### config.mk
export PLATFORM = sky130hd
export DESIGN_NAME = atahost_pio_engine
export DESIGN_NICKNAME = d
export VERILOG_FILES = /design/src/rtl/atahost_pio_engine.sv
export SDC_FILE = /design/constraint.sdc
export NUM_CORES = 1
export LEC_CHECK = 0
export CORE_MARGIN = 4
export CORE_UTILIZATION = 59
export CTS_BUF_LIST = sky130_fd_sc_hd__clkbuf_8
export DETAILED_ROUTE_END_ITERATION = 6
export HOLD_SLACK_MARGIN = 0.03
export PLACE_DENSITY_LB_ADDON = 0.05
export SKIP_LAST_GASP = 1
export SLEW_MARGIN = 10
export SYNTH_ARGS = -nofsm -noshare
export SYNTH_HDL_FRONTEND = slang
export SYNTH_SLANG_ARGS = --single-unit
### constraint.sdc
create_clock -name wb_clk_i -period 13.2 [get_ports wb_clk_i]
set_clock_uncertainty 0.05 [all_clocks]
set_input_delay 1.32 -clock wb_clk_i [delete_from_list [all_inputs] [get_ports wb_clk_i]]
set_output_delay 1.32 -clock wb_clk_i [all_outputs]
set_load 0.01 [all_outputs]
### src/rtl/atahost_pio_engine.sv
// Purpose: executes one ATA PIO register/data cycle per request, with per-transfer timing-set select and IORDY stretch.
// Latency: ack_o in the last RECOV cycle, (T1+1)+(T2+1+stretch)+(T4+1)+(Teoc+1) cycles after the req sample edge.
// Backpressure: req_i is sampled only while idle; busy_o is high for the whole transfer and at least one idle cycle follows each ack.
module atahost_pio_engine #(
    parameter int TWIDTH   = 8,
    parameter int SW       = 1,
    parameter int T1_RST   = 6,
    parameter int T2_RST   = 28,
    parameter int T4_RST   = 2,
    parameter int TEOC_RST = 23,
    parameter int TOW      = 8,
    parameter int TOUT     = 125
) (
    input  logic                  wb_clk_i,
    input  logic                  arst_i,
    input  logic                  wb_rst_i,
    input  logic                  req_i,
    input  logic                  we_i,
    input  logic [3:0]            a_i,
    input  logic [15:0]           d_i,
    input  logic [SW-1:0]         tsel_i,
    input  logic                  iordy_en_i,
    input  logic                  tload_i,
    input  logic [SW-1:0]         tload_sel_i,
    input  logic [4*TWIDTH-1:0]   tload_d_i,
    output logic                  ack_o,
    output logic                  err_o,
    output logic                  busy_o,
    output logic [15:0]           q_o,
    input  logic [15:0]           dd_pad_i,
    output logic [15:0]           dd_pad_o,
    output logic                  dd_padoe_o,
    output logic [2:0]            da_pad_o,
    output logic                  cs0n_pad_o,
    output logic                  cs1n_pad_o,
    output logic                  diorn_pad_o,
    output logic                  diown_pad_o,
    input  logic                  iordy_pad_i
);

    localparam int NSETS = 2 ** SW;

    // Packed reset word in the same {Teoc, T4, T2, T1} layout as tload_d_i.
    localparam logic [4*TWIDTH-1:0] TSET_RST = {TWIDTH'(TEOC_RST), TWIDTH'(T4_RST),
                                                TWIDTH'(T2_RST),   TWIDTH'(T1_RST)};
    localparam logic [TOW-1:0]      TOUT_V   = TOW'(TOUT);

    typedef enum logic [2:0] {
        IDLE   = 3'd0,
        SETUP  = 3'd1,
        STROBE = 3'd2,
        HOLD   = 3'd3,
        RECOV  = 3'd4
    } state_t;

    state_t                          state;
    logic [NSETS-1:0][4*TWIDTH-1:0]  tset;
    logic [4*TWIDTH-1:0]             sel_set;
    logic [TWIDTH-1:0]               sel_t1;
    logic [TWIDTH-1:0]               sel_t2;
    logic [TWIDTH-1:0]               sel_t4;
    logic [TWIDTH-1:0]               sel_teoc;

    // Working copies taken at request time so later loads cannot disturb a running transfer.
    logic [TWIDTH-1:0]               w_t2;
    logic [TWIDTH-1:0]               w_t4;
    logic [TWIDTH-1:0]               w_teoc;
    logic [TWIDTH-1:0]               cnt;
    logic [TOW-1:0]                  tout_cnt;
    logic                            we_r;
    logic                            iordy_en_r;
    logic                            err_flag;
    logic                            iordy_s1;
    logic                            iordy_s2;
    logic                            iordy_wait;

    // Read port of the timing-set bank; a same-cycle load is not visible here yet.
    assign sel_set  = tset[tsel_i];
    assign sel_t1   = sel_set[TWIDTH-1:0];
    assign sel_t2   = sel_set[2*TWIDTH-1:TWIDTH];
    assign sel_t4   = sel_set[3*TWIDTH-1:2*TWIDTH];
    assign sel_teoc = sel_set[4*TWIDTH-1:3*TWIDTH];

    // Device asks for more time only when stretching is enabled for this transfer.
    assign iordy_wait = iordy_en_r & ~iordy_s2;

    // Timing-set bank: one set written per cycle, restored by either reset.
    always_ff @(posedge wb_clk_i or posedge arst_i) begin
        if (arst_i) begin
            tset <= {NSETS{TSET_RST}};
        end else if (wb_rst_i) begin
            tset <= {NSETS{TSET_RST}};
        end else if (tload_i) begin
            tset[tload_sel_i] <= tload_d_i;
        end
    end

    // Two-flop synchroniser for the asynchronous IORDY pad.
    always_ff @(posedge wb_clk_i or posedge arst_i) begin
        if (arst_i) begin
            iordy_s1 <= 1'b0;
            iordy_s2 <= 1'b0;
        end else begin
            iordy_s1 <= iordy_pad_i;
            iordy_s2 <= iordy_s1;
        end
    end

    // Transfer sequencer; every pad and handshake output is registered on the transition into its phase.
    always_ff @(posedge wb_clk_i or posedge arst_i) begin
        if (arst_i) begin
            state       <= IDLE;
            cnt         <= '0;
            tout_cnt    <= '0;
            w_t2        <= '0;
            w_t4        <= '0;
            w_teoc      <= '0;
            we_r        <= 1'b0;
            iordy_en_r  <= 1'b0;
            err_flag    <= 1'b0;
            ack_o       <= 1'b0;
            err_o       <= 1'b0;
            busy_o      <= 1'b0;
            q_o         <= '0;
            dd_pad_o    <= '0;
            dd_padoe_o  <= 1'b0;
            da_pad_o    <= '0;
            cs0n_pad_o  <= 1'b1;
            cs1n_pad_o  <= 1'b1;
            diorn_pad_o <= 1'b1;
            diown_pad_o <= 1'b1;
        end else if (wb_rst_i) begin
            state       <= IDLE;
            cnt         <= '0;
            tout_cnt    <= '0;
            w_t2        <= '0;
            w_t4        <= '0;
            w_teoc      <= '0;
            we_r        <= 1'b0;
            iordy_en_r  <= 1'b0;
            err_flag    <= 1'b0;
            ack_o       <= 1'b0;
            err_o       <= 1'b0;
            busy_o      <= 1'b0;
            q_o         <= '0;
            dd_pad_o    <= '0;
            dd_padoe_o  <= 1'b0;
            da_pad_o    <= '0;
            cs0n_pad_o  <= 1'b1;
            cs1n_pad_o  <= 1'b1;
            diorn_pad_o <= 1'b1;
            diown_pad_o <= 1'b1;
        end else begin
            ack_o <= 1'b0;
            err_o <= 1'b0;
            case (state)
                IDLE: begin
                    if (req_i) begin
                        state      <= SETUP;
                        busy_o     <= 1'b1;
                        we_r       <= we_i;
                        iordy_en_r <= iordy_en_i;
                        err_flag   <= 1'b0;
                        cnt        <= sel_t1;
                        w_t2       <= sel_t2;
                        w_t4       <= sel_t4;
                        w_teoc     <= sel_teoc;
                        da_pad_o   <= a_i[2:0];
                        cs0n_pad_o <= a_i[3];
                        cs1n_pad_o <= ~a_i[3];
                        if (we_i) begin
                            dd_pad_o   <= d_i;
                            dd_padoe_o <= 1'b1;
                        end
                    end
                end
                SETUP: begin
                    if (cnt == '0) begin
                        state       <= STROBE;
                        cnt         <= w_t2;
                        tout_cnt    <= '0;
                        diorn_pad_o <= we_r;
                        diown_pad_o <= ~we_r;
                    end else begin
                        cnt <= cnt - 1'b1;
                    end
                end
                STROBE: begin
                    if (cnt != '0) begin
                        cnt <= cnt - 1'b1;
                    end else if (iordy_wait && (tout_cnt != TOUT_V)) begin
                        // Stretch one more cycle; the bound keeps a dead device from hanging the bus.
                        tout_cnt <= tout_cnt + 1'b1;
                    end else begin
                        state       <= HOLD;
                        cnt         <= w_t4;
                        diorn_pad_o <= 1'b1;
                        diown_pad_o <= 1'b1;
                        // Still waiting here means the stretch budget ran out.
                        if (iordy_wait) begin
                            err_flag <= 1'b1;
                        end
                        if (!we_r) begin
                            q_o <= dd_pad_i;
                        end
                    end
                end
                HOLD: begin
                    if (cnt == '0) begin
                        state      <= RECOV;
                        cnt        <= w_teoc;
                        cs0n_pad_o <= 1'b1;
                        cs1n_pad_o <= 1'b1;
                        dd_padoe_o <= 1'b0;
                        dd_pad_o   <= '0;
                        // A one-cycle recovery is itself the last RECOV cycle.
                        if (w_teoc == '0) begin
                            ack_o <= 1'b1;
                            err_o <= err_flag;
                        end
                    end else begin
                        cnt <= cnt - 1'b1;
                    end
                end
                RECOV: begin
                    if (cnt == '0) begin
                        state    <= IDLE;
                        busy_o   <= 1'b0;
                        da_pad_o <= '0;
                    end else begin
                        cnt <= cnt - 1'b1;
                        // Next cycle is the last one of recovery: flag completion there.
                        if (cnt == TWIDTH'(1)) begin
                            ack_o <= 1'b1;
                            err_o <= err_flag;
                        end
                    end
                end
                default: begin
                    state <= IDLE;
                end
            endcase
        end
    end

endmodule

==> flow_metrics.env <==
export IMPL_switching_share=0.334
export IMPL_end_kind="flop"
export IMPL_fin_nets=847
export IMPL_finalHoldViolations=0
export IMPL_criticalPathCategory="reg -> reg"
export IMPL_ant_nets=0
export IMPL_worst_ep_arrival_time_ns=3.79
export IMPL_ys_types=59
export IMPL_gr_total_overflow=0
export IMPL_hold_class="reg -> reg"
export IMPL_final_common_cell="dfrtp_1"
export IMPL_die_x_um=119
export IMPL_htreeDepth=4
export IMPL_synth_compound_area_frac=0.203
export IMPL_die_h_um=119
export IMPL_post_route_period_util=0.265
export IMPL_cts_made_buffers=17
export IMPL_dp_hpwl_mm=11.6
export IMPL_drc=0
export IMPL_drtIter0Drc=492
export IMPL_portBuffers=120
export IMPL_irDropWorstVdd_uv=90.4
export IMPL_core_area_um2=12000
export IMPL_pwr_share_comb=0.295
export IMPL_max_slew_worst_pin_slew_ns=1.10
export IMPL_final_cell_mix="131 x dfrtp_1, 118 x clkdlybuf4s50_1, 71 x nor2_1"
export IMPL_cts_tree="yes"
export IMPL_avgRoutedWirePerCell_um=18.5
export IMPL_synth_top_flop_cell="dfrtp_1"
export IMPL_timing_reg2reg_setup_slack_ns=9.70
export IMPL_insertion_delay_ns=0.45
export IMPL_ys_seq_area_frac=0.543
export IMPL_postCtsSetupRepairBufs=0
export IMPL_cts_sinks=155
export IMPL_yosys_area_share_simple=0.119
export IMPL_gr_usage_all_layers=0.251
export IMPL_crit_fanout=17
export IMPL_num_antenna_cells=0
export IMPL_synth_mux_area_frac=0.0818
export IMPL_hold_start="iordy_s1"
export IMPL_synth_warnings=0
export IMPL_p_int_mw=0.928
export IMPL_ctsResizeCount=0
export IMPL_clkPwrFrac=0.274
export IMPL_slew_violations=0
export IMPL_yosys_register_bits=155
export IMPL_grt_max_degree=86
export IMPL_place_gp_congestion=0.925
export IMPL_synth_nets=752
export IMPL_rsz0062_at_grt="false"
export IMPL_syn_avg_cell_area_um2=10.8
export IMPL_drive_gt1_frac=0.102
export IMPL_async_flop_share=1.00
export IMPL_hold_ws_ns=0.302
export IMPL_crit_start="cnt[0]"
export IMPL_grt_pass1_wl_mm=28.2
export IMPL_max_slew_margin=0.262
export IMPL_row_count=40
export IMPL_grt_pass1_vias=5532
export IMPL_critPathLaunchType="flop"
export IMPL_switching_power_mw=0.466
export IMPL_tns_ns=0
export IMPL_synth_fa_ha_area_frac=0.00695
export IMPL_root_buffer="clkbuf_8"
export IMPL_drtPass1Iterations=5
export IMPL_area_growth_pct=22.8
export IMPL_clkSlewWorstSetupHoldPaths_ns=0.08
export IMPL_drv_cap=0
export IMPL_drt_total_wl_mm=17.1
export IMPL_leakage_nw=3.90
export IMPL_synthesis_area_um2=7200
export IMPL_outcome="finished clean"
export IMPL_antenna_found_initial=1
export IMPL_postCtsHoldBufs=0
export IMPL_synth_top_family_by_area="compound AO/OA/AOI/OAI gates"
export IMPL_synth_edf_count=0
export IMPL_ios=121
export IMPL_reg2reg_from="cnt[0]"
export IMPL_routed_via_density=6.05
export IMPL_synthCells=670
export IMPL_route_vias_total=5594
export IMPL_synth_xor_area_frac=0.00365
export IMPL_period_minus_slack_ns=3.50
export IMPL_die_area_um2=14000
export IMPL_clockBufferDepth=2
export IMPL_finalSetupViolCount=0
export IMPL_start_util=0.602
export IMPL_pwr_share_seq=0.431
export IMPL_required_ns=13.48
export IMPL_p_per_area_nw_per_um2=158
export IMPL_max_freq_mhz=285
## state kept, by name, summed over array words and instances, names as in the netlist, 3 cells and up
register  cells
state         3
w_t4          8
da_pad_o      3
q_o          16
w_teoc        8
tout_cnt      8
cnt           8
tset         64
w_t2          8
dd_pad_o     16
## power by group through the flow
| stage | registers, mW | clock network [mW] | logic, mW |
|---|---|---|---|
| finish | 0.601 | 0.382 | 0.412 |
| global route | 0.609 | 0.412 | 0.450 |
| CTS | 0.599 | 0.388 | 0.410 |
| detailed placement | 0.608 | 0 | 0.406 |
| global placement | 0.606 | 0 | 0.400 |
| floorplan | 0.592 | 0 | 0.292 |
## area by class of cell
cell class	count	area, um^2
sequential	155	3910
inverter	26	103
tap	147	184
multi-input combinational	440	2990
clock buffer	18	248
fill	862	3120
clock inverter	14	179
timing repair buffer	125	1230
## critical path, cell delays in order (launching register included)
cell	delay (ns)
dfrtp_1	0.45
inv_1	0.10
ha_1	0.27
or3b_1	0.56
nor2_1	0.62
nand2_1	0.23
a31oi_4	0.69
mux2_2	0.41
## per-stage QoR
stage               std cells  area, um^2  setup WS (ns)  total power [mW]  utilization
global placement          893        8420           9.67              1.01        0.704
detailed placement        893        8420           9.59              1.01        0.704
finish                    925        8840           9.70              1.39        0.739
global route              925        8840           9.55              1.47        0.739
floorplan                 670        7200           7.69             0.883            -
CTS                       925        8840           9.70              1.40        0.739
## worst paths after layout
check	to	cells after the start
setup / recovery	dd_padoe_o	7
hold / removal	iordy_s2	0
setup reg to reg	dd_padoe_o	7
hold reg to reg	iordy_s2	0
max in group asynchronous	cnt[5]	3
min in group asynchronous	tset[51]	2
## per-layer routing
layer  share of wire  vias to the layer above  global-route usage
li1                -                     2628                   -
met1            0.45                     2763               0.342
met2            0.47                      171               0.399
met3           0.057                       30              0.0651
met4           0.017                        2              0.0768
met5         0.00041                        -                   0
## logic make-up after synthesis
logic type | count (synthesis)
simple gates | 178
fa+ha+maj | 4
flops | 155
compound gates | 197
xor+xnor | 3
buf+inv | 75
mux | 58
## cell usage after synthesis, types with 3 or more instances
library cell,count,share of area
nand2b_1,3,0.0026
buf_1,4,0.0021
dfstp_2,24,0.088
nand3_1,5,0.0035
o21ai_0,19,0.013
nor3_1,13,0.0090
a21o_1,4,0.0042
a221o_1,5,0.0069
and3_1,5,0.0043
nor3b_1,3,0.0031
mux2_2,7,0.011
inv_1,26,0.014
dfrtp_1,131,0.46
o31ai_1,9,0.0094
nor2_1,71,0.037
buf_2,7,0.0049
nor2b_1,3,0.0026
a21oi_1,46,0.032
nand2_1,45,0.023
or3_1,6,0.0052
nor4_1,5,0.0043
mux2i_1,51,0.071
a211oi_1,28,0.029
a22o_1,63,0.077
ha_1,4,0.0069
nand4_1,3,0.0026
o21a_1,3,0.0031
clkbuf_1,35,0.018
(Power assumes the default switching activity.)
